### src/rtl/fetch_unit.sv
// Instruction fetch front end: owns the PC, issues credit-limited pipelined imem reads,
// and queues returned words with their PCs for decode, discarding wrong-path responses.
module fetch_unit #(
    parameter int                    DATA_WIDTH = 32,
    parameter logic [DATA_WIDTH-1:0] RESET_PC   = '0,
    parameter int                    FIFO_DEPTH = 2
) (
    input  logic                  clk,
    input  logic                  rst,
    output logic                  imem_req_valid,
    input  logic                  imem_req_ready,
    output logic [DATA_WIDTH-1:0] imem_req_addr,
    input  logic                  imem_rsp_valid,
    input  logic [DATA_WIDTH-1:0] imem_rsp_data,
    input  logic                  PCSrc,
    input  logic [DATA_WIDTH-1:0] PCTarget,
    output logic                  instr_valid,
    input  logic                  instr_ready,
    output logic [DATA_WIDTH-1:0] instr,
    output logic [DATA_WIDTH-1:0] instr_pc,
    output logic [DATA_WIDTH-1:0] instr_pc_plus4
);

    localparam int PW = $clog2(FIFO_DEPTH);
    localparam int CW = PW + 1;
    localparam logic [CW:0]           DEPTH_C    = (CW + 1)'(FIFO_DEPTH);
    localparam logic [DATA_WIDTH-1:0] ALIGN_MASK = ~(DATA_WIDTH'(3));
    localparam logic [DATA_WIDTH-1:0] WORD_BYTES = DATA_WIDTH'(4);

    logic [DATA_WIDTH-1:0] fetch_pc_q, fetch_pc_d;
    logic [CW-1:0]         outstanding_q, outstanding_d;
    logic [CW-1:0]         drop_q, drop_d;
    logic [CW-1:0]         fifo_count_q, fifo_count_d;
    logic [PW-1:0]         fifo_wr_q, fifo_wr_d, fifo_rd_q, fifo_rd_d;
    logic [PW-1:0]         tag_wr_q, tag_wr_d, tag_rd_q, tag_rd_d;
    logic [DATA_WIDTH-1:0] fifo_data_q [FIFO_DEPTH];
    logic [DATA_WIDTH-1:0] fifo_data_d [FIFO_DEPTH];
    logic [DATA_WIDTH-1:0] fifo_pc_q   [FIFO_DEPTH];
    logic [DATA_WIDTH-1:0] fifo_pc_d   [FIFO_DEPTH];
    logic [DATA_WIDTH-1:0] tag_pc_q    [FIFO_DEPTH];
    logic [DATA_WIDTH-1:0] tag_pc_d    [FIFO_DEPTH];

    logic accept;
    logic pop;
    logic push;
    logic head_valid;

    // In-flight requests plus buffered words never exceed the FIFO, so responses need no backpressure.
    assign imem_req_valid = !rst && (({1'b0, outstanding_q} + {1'b0, fifo_count_q}) < DEPTH_C);
    assign imem_req_addr  = fetch_pc_q & ALIGN_MASK;
    assign accept         = imem_req_valid && imem_req_ready;

    assign head_valid     = (fifo_count_q != '0);
    assign instr_valid    = head_valid && !PCSrc;
    assign pop            = instr_valid && instr_ready;
    assign instr          = head_valid ? fifo_data_q[fifo_rd_q] : '0;
    assign instr_pc       = head_valid ? fifo_pc_q[fifo_rd_q] : '0;
    assign instr_pc_plus4 = head_valid ? (fifo_pc_q[fifo_rd_q] + WORD_BYTES) : '0;

    always_comb begin
        fetch_pc_d    = fetch_pc_q;
        outstanding_d = outstanding_q + CW'(accept) - CW'(imem_rsp_valid);
        drop_d        = drop_q;
        fifo_count_d  = fifo_count_q;
        fifo_wr_d     = fifo_wr_q;
        fifo_rd_d     = fifo_rd_q;
        tag_wr_d      = tag_wr_q;
        tag_rd_d      = tag_rd_q;
        fifo_data_d   = fifo_data_q;
        fifo_pc_d     = fifo_pc_q;
        tag_pc_d      = tag_pc_q;
        push          = 1'b0;

        if (PCSrc) begin
            // Everything still in flight after this edge, including a request accepted now, is wrong-path.
            fetch_pc_d   = PCTarget & ALIGN_MASK;
            drop_d       = outstanding_d;
            fifo_count_d = '0;
            fifo_wr_d    = '0;
            fifo_rd_d    = '0;
            tag_wr_d     = '0;
            tag_rd_d     = '0;
        end else begin
            if (accept) begin
                fetch_pc_d         = fetch_pc_q + WORD_BYTES;
                tag_pc_d[tag_wr_q] = imem_req_addr;
                tag_wr_d           = tag_wr_q + PW'(1);
            end
            if (imem_rsp_valid) begin
                if (drop_q != '0) begin
                    drop_d = drop_q - CW'(1);
                end else begin
                    push                   = 1'b1;
                    fifo_data_d[fifo_wr_q] = imem_rsp_data;
                    fifo_pc_d[fifo_wr_q]   = tag_pc_q[tag_rd_q];
                    fifo_wr_d              = fifo_wr_q + PW'(1);
                    tag_rd_d               = tag_rd_q + PW'(1);
                end
            end
            if (pop) begin
                fifo_rd_d = fifo_rd_q + PW'(1);
            end
            fifo_count_d = fifo_count_q + CW'(push) - CW'(pop);
        end
    end

    always_ff @(posedge clk or posedge rst) begin
        if (rst) begin
            fetch_pc_q    <= RESET_PC;
            outstanding_q <= '0;
            drop_q        <= '0;
            fifo_count_q  <= '0;
            fifo_wr_q     <= '0;
            fifo_rd_q     <= '0;
            tag_wr_q      <= '0;
            tag_rd_q      <= '0;
            for (int i = 0; i < FIFO_DEPTH; i++) begin
                fifo_data_q[i] <= '0;
                fifo_pc_q[i]   <= '0;
                tag_pc_q[i]    <= '0;
            end
        end else begin
            fetch_pc_q    <= fetch_pc_d;
            outstanding_q <= outstanding_d;
            drop_q        <= drop_d;
            fifo_count_q  <= fifo_count_d;
            fifo_wr_q     <= fifo_wr_d;
            fifo_rd_q     <= fifo_rd_d;
            tag_wr_q      <= tag_wr_d;
            tag_rd_q      <= tag_rd_d;
            fifo_data_q   <= fifo_data_d;
            fifo_pc_q     <= fifo_pc_d;
            tag_pc_q      <= tag_pc_d;
        end
    end

    rsp_without_request: assert property (@(posedge clk) disable iff (rst)
        imem_rsp_valid |-> (outstanding_q != '0));

endmodule
### config.mk
export PLATFORM = sky130hd
export DESIGN_NAME = fetch_unit
export DESIGN_NICKNAME = d
export VERILOG_FILES = /design/src/rtl/fetch_unit.sv
export SDC_FILE = /design/constraint.sdc
export NUM_CORES = 1
export LEC_CHECK = 0
export CAP_MARGIN = 40
export CELL_PAD_IN_SITES_DETAIL_PLACEMENT = 1
export CELL_PAD_IN_SITES_GLOBAL_PLACEMENT = 1
export CORE_ASPECT_RATIO = 1.5
export CORE_MARGIN = 2
export CORE_UTILIZATION = 38
export CTS_BUF_LIST = sky130_fd_sc_hd__clkbuf_16
export DETAILED_ROUTE_END_ITERATION = 7
export GPL_TIMING_DRIVEN = 0
export PLACE_DENSITY = 0.79
export SLEW_MARGIN = 25
export SYNTH_ARGS = -nofsm -noshare
export SYNTH_HDL_FRONTEND = slang
export SYNTH_SLANG_ARGS = --single-unit
### constraint.sdc
create_clock -name clk -period 8.6 [get_ports clk]
set_input_delay 2.58 -clock clk [delete_from_list [all_inputs] [get_ports clk]]
set_output_delay 2.58 -clock clk [all_outputs]
set_load 0.01 [all_outputs]
== Yosys cells after proc, flatten, opt, wreduce, memory -nomap -nowiden ==
Cells that the tools add are included.
Word-level totals
  flip-flop bits (word level): 234
  latch bits: 0
  memory bits (writable): 0
  bits in read-only memories: 0
  input port bits: 70
  output and inout port bits: 130
  word-level logic and storage cells: 96
  memories kept: 0
Operators by class
  add/subtract/negate cells: 12
  $mul: 0
  divide/modulo/power cells: 0
  magnitude comparators: 7
  eq/ne operators: 1
  shift-type cells: 0
  multiplexer cells: 38
  bitwise operators: 6
  reductions and logical operators: 18
Operators with widths (count)
  $mux 32: 16
  $bwmux 64: 3
  $add 32x3->32 const B: 2
  $demux 32 s1: 2
  $mux 1: 13
  $reduce_bool 2->1: 6
  $ge 2x2->1 const B: 4
  $mux 2: 4
  $not 1->2: 4
  $logic_and 1x1->1: 6
  $reduce_and 2->1: 3
  $add 1x1->1 const B: 4
  $add 2x1->2: 2
  $lt 2x1->1 const B: 2
  $sub 2x1->2: 2
  $add 2x2->3: 1
  $lt 3x2->1 const B: 1
  $reduce_and 3->1: 1
  $logic_not 1->1: 2
  $ne 2x2->1 const B: 1
  $not 1->1: 2
  $sub 2x1->2 const B: 1

== Longest topological paths before layout ==
  depth after elaboration: 7
  depth in mapped cells: 11
  depth with buffers taken out: 10

== Worst setup path before layout ==
Ideal clock, no wire load.
  kind: input-to-output
  start: input port PCSrc
  end: output port instr_valid
  arrival time: 3118 ps
  data required time: 6020 ps
  slack: 2902 ps
  stages on the path: 3
  path buffers: 2
  path through: clkbuf_8 > clkbuf_1 > nor2_1
Between the ends
  cells in the longest elaborated chain, start to end: 2
Ends and longest elaborated chain
  from (decl): line 15  | input logic PCSrc,
  $logic_not 1->1: line 54  | assign instr_valid = head_valid && !PCSrc;
  $logic_and 1x1->1: line 54
  to (decl): line 17  | output logic instr_valid,
No other way between the ends.

== Final worst setup path ==
  start: register fifo_rd_q
  end: output port instr_pc_plus4[26]
Between the ends
  cells in the longest elaborated chain, start to end: 6
Ends and longest elaborated chain
  from (decl): line 34  | logic [PW-1:0] fifo_wr_q, fifo_wr_d, fifo_rd_q, fifo_rd_d;
  from (signal assigned): line 128  | fifo_rd_q <= fifo_rd_d;
  $not 1->2 (not written as such): line 58  | assign instr_pc_plus4 = head_valid ? (fifo_pc_q[fifo_rd_q] + WORD_BYTES) : '0;
  $mux 32 (not written as such) (3 in series): line 58
  $add 32x3->32: line 58
  $mux 32: line 58
  to (decl): line 21  | output logic [DATA_WIDTH-1:0] instr_pc_plus4
No other way between the ends. The select of a mux whose other input is x is not followed.

==> run summary <==
The run finished with clean final reports. After detailed placement, the design holds a cell count of 1641. The count of final hold-check violations is 0, and the number of DRC violations after detailed routing is 0. Counting the buffers created by CTS gives 22. After clock tree synthesis, the setup repair step added 0 buffers. For this run, the slowest stage of the critical path takes 0.49 ns. By instance count, the cell type seen most on the critical path is buf_2. By startpoint and endpoint, the worst setup path is classified as flip-flop to primary output.

Registers take 5610 µm². The netlist uses 58 different library cells. The Yosys step of the flow raised 0 warnings. The critical path arrival was 4.85 ns. The width of the chip was 144 µm.

The tools report the worst path setup slack after routing as 1.17 ns. The cell at the root of the clock tree is clkbuf_16. The total number of H-tree levels is 1, and the clock tree skew after final layout is 0.0148 ns. The post-route netlist has 16.0% of its cells at a drive strength greater than 1. The average wire length per cell after detail routing was 20.3 µm; the final wirelength was 34100 µm. IR analysis of the VDD net gives a maximum drop of 0.000130 V. The area of the mapped netlist came out at 11200 µm². Counting flops with an async set or reset pin after synthesis yields a share of 100%.

Subtracting the final worst setup slack from the clock period gives 7.43 ns. Once placement finished, the instance area stood at 13800 µm². With fillers left out, the area of the finished cells amounts to 14500 µm². The run gives 54100 µm as the first-pass GRT wire length. At the end of routability-driven placement, the weighted congestion stood at 0.853.

The worst slew slack as a fraction of its limit was 44.7%; the leakage power figure was 5.98 nW. The run gives 0 as the number of antenna violations at the first check in global routing. Leaving out filler cells and counting taps, the final layout contains 1680. The maximum clock path buffer count is 3. The tree built by TritonCTS fans out to 224 sinks.

TritonCTS built the clock tree. Relative to the synthesized area, the layout overhead comes to 29.5%. The number of synthesized flops with an enable pin is 0. The total of max-cap violations came out at 0. The tools report the capturing point of the worst reg2reg path as fifo_pc_q[36]. Total of buffers placed on input and output ports: 191. Entering global routing, the biggest net connects 33 pins. The worst setup path startpoint is fifo_rd_q. Number of vias per cell after detailed routing: 5.23. Path depth of the worst reg2reg path: 8.

The most critical setup path has its endpoint at instr_pc_plus4[26]. For this design the ratio of total power to cell area is 343 nW/µm². Counting every instance in the synthesized netlist gives 1042.

The number of detailed-routing iterations run before antenna repair is 4, and the clock slew seen by the registers of the worst setup and hold paths is 0.06 ns. 200 I/O pins were placed. Counting flops and latches in the post-synthesis netlist gives 224.

The initial utilization of the core area, before any placement, comes to 38.3%. Of all nets on the critical path, the largest fanout is 10. After the last flow step, the layout net total stands at 1348. The logs give 30900 µm² for the floorplan die area and 0 for the post-CTS resize count. For the pin with the worst max-slew slack, the measured transition is 0.823 ns. The kind of end point of the critical path is a primary output. The pre-CTS worst setup slack is 1.34 ns, and the number of DRC violations after detailed-routing iteration 0 is 251. The number of antenna diodes in the final layout is 0. Setup repair after global routing left no endpoint under its margin.

Reg-to-reg startpoint: drop_q[0]. For the sum of overflow across all layers after global routing, the log shows 0. Once detail routing completed, the nets flagged for antenna violations numbered 0.

For this block, the via count after detailed routing is 8781. At the end of the flow the core is filled with cells to 49.7%. The number of hold buffers added after CTS was 0.

The run gives 0 ns as the final-layout setup total negative slack. STA classifies the critical path startpoint as a flip-flop. The final max-slew violation count was 0. After synthesis, the mean cell area works out to 10.7 µm². The HPWL after detailed placement is 25900 µm, and the area of the multi-input gates is 5230 µm². For this run, the total global-route usage over all layers was measured as 22.2%. The number of global-route vias before repair is 9742, and the floorplan row count is 77. After filler insertion, the fill cell instance count of the layout stands at 3231.

The final clock period utilization by the worst path was 86.4%. The worst hold path belongs to the class flip-flop to flip-flop. The setup-violating endpoint count in the final report was 0. For the core box area, the log shows 29200 µm².

Among all flip-flop cells after synthesis, the most frequent one is dfrtp_1. The height of the chip is 214 µm, and the clock insertion delay at the later pin of the skew report is 0.52 ns. The required arrival time at the worst endpoint is 6.02 ns. The signal on the critical path passes through buf_2 > buf_2 > buf_2 > mux2_2 > ha_1 > nand4_1 > nor2_1 > o2111ai_1 > nor3_1 > mux2_2 > clkdlybuf4s50_1.

The slowest stage of the critical path is the dfrtp_1 cell. Based on the critical path, the design can be clocked at up to 135 MHz. The flop-to-flop setup slack is 5.36 ns. Register area share after synthesis: 50.1%.
-- Yosys cell counts, types with 6 or more instances --
cell / number / area [µm²]
nor4_1: 6 / 37.5
a21oi_1: 38 / 190
nor2_1: 120 / 450
nand3_1: 22 / 110
o21ai_1: 6 / 30.0
mux2_2: 130 / 1460
ha_1: 7 / 87.6
buf_4: 8 / 60.1
and2_1: 10 / 62.6
nand3b_1: 9 / 67.6
inv_1: 10 / 37.5
xnor2_1: 18 / 158
xor2_1: 28 / 245
nor3_1: 16 / 80.1
clkbuf_1: 37 / 139
buf_2: 15 / 75.1
nand4_1: 18 / 113
o21ai_0: 64 / 320
mux2i_1: 87 / 871
nand2_1: 96 / 360
dfrtp_1: 224 / 5610
-- power breakdown --
part           switching, mW  internal (mW)
logic                   1.15           1.10
registers              0.312           1.46
clock network          0.407          0.542
total                   1.87           3.10
-- registers in the layout (all words and copies together) (netlist names) --
register / flops
tag_wr_q: 1
fifo_data_q: 64
fifo_rd_q: 1
fifo_wr_q: 1
tag_pc_q: 60
fifo_pc_q: 60
fifo_count_q: 2
drop_q: 2
fetch_pc_q: 30
outstanding_q: 2
tag_rd_q: 1
-- cells in the final DEF (no fill, tap or decap), types with 10 or more instances in the layout --
master / Yosys / final
dfrtp_1: 224 / 224
clkdlybuf4s50_1: 0 / 191
mux2_2: 130 / 130
nor2_1: 120 / 120
nand2_1: 96 / 96
mux2i_1: 87 / 87
o21ai_0: 64 / 64
a21oi_1: 38 / 38
clkbuf_1: 37 / 37
xor2_1: 28 / 28
clkbuf_16: 0 / 23
nand3_1: 22 / 22
xnor2_1: 18 / 18
nand4_1: 18 / 18
nor3_1: 16 / 16
buf_2: 15 / 15
inv_1: 10 / 11
and2_1: 10 / 10
-- layout make-up --
type | count | share of cell area [%]
Sequential cell | 224 | 38.7
Buffer | 67 | 2.31
Multi-Input combinational cell | 746 | 36.1
Clock buffer | 23 | 3.97
Inverter | 10 | 0.285
Tap cell | 395 | 3.41
Clock inverter | 16 | 0.846
Timing Repair Buffer | 199 | 14.4
-- critical path, delay by kind of cell (launching register included) --
family / cells / cell delay (ns)
fa+ha+maj: 1 / 0.30
buf+inv: 4 / 1.51
flops: 1 / 0.49
simple gates: 3 / 0.94
compound gates: 1 / 0.44
mux: 2 / 0.64
-- worst min path at each step --
| stage | from | end | slack [ns] | cells after the start |
|---|---|---|---|---|
| final | tag_pc_q[15] | tag_pc_q[15] | 0.50 | 2 |
| after CTS | fifo_pc_q[31] | fifo_pc_q[31] | 0.50 | 2 |
| after global routing | fifo_data_q[15] | fifo_data_q[15] | 0.51 | 1 |
| after detailed placement | fifo_pc_q[31] | fifo_pc_q[31] | 0.48 | 2 |
| after global placement | tag_pc_q[15] | tag_pc_q[15] | 0.46 | 2 |
| after floorplan | fifo_pc_q[29] | fifo_pc_q[29] | 0.45 | 2 |
-- per-stage QoR --
step | power, mW | hold WS, ns
after floorplan | 3.02 | 0.450
after global placement | 3.93 | 0.463
after detailed placement | 4.04 | 0.484
after CTS | 5.03 | 0.495
after global routing | 5.29 | 0.509
final | 4.97 | 0.501
-- cells by family after synthesis --
logic type / count (synthesis) / share of synthesized area, %
fa+ha+maj: 8 / 0.961
simple gates: 325 / 13.7
buf+inv: 77 / 3.33
mux: 217 / 20.9
xor+xnor: 46 / 3.60
other cells: 1 / 0.0335
flops: 224 / 50.1
compound gates: 144 / 7.48
-- per-layer routing --
metal	track usage [%]	part of all wire [%]	vias to the layer above
met3	2.34	3.7	50
met1	24.6	38	4459
li1	-	-	4088
met2	43.0	55	184
met4	7.73	3.1	0
met5	0	0	-
No activity file was read; power rests on OpenSTA's default activity.
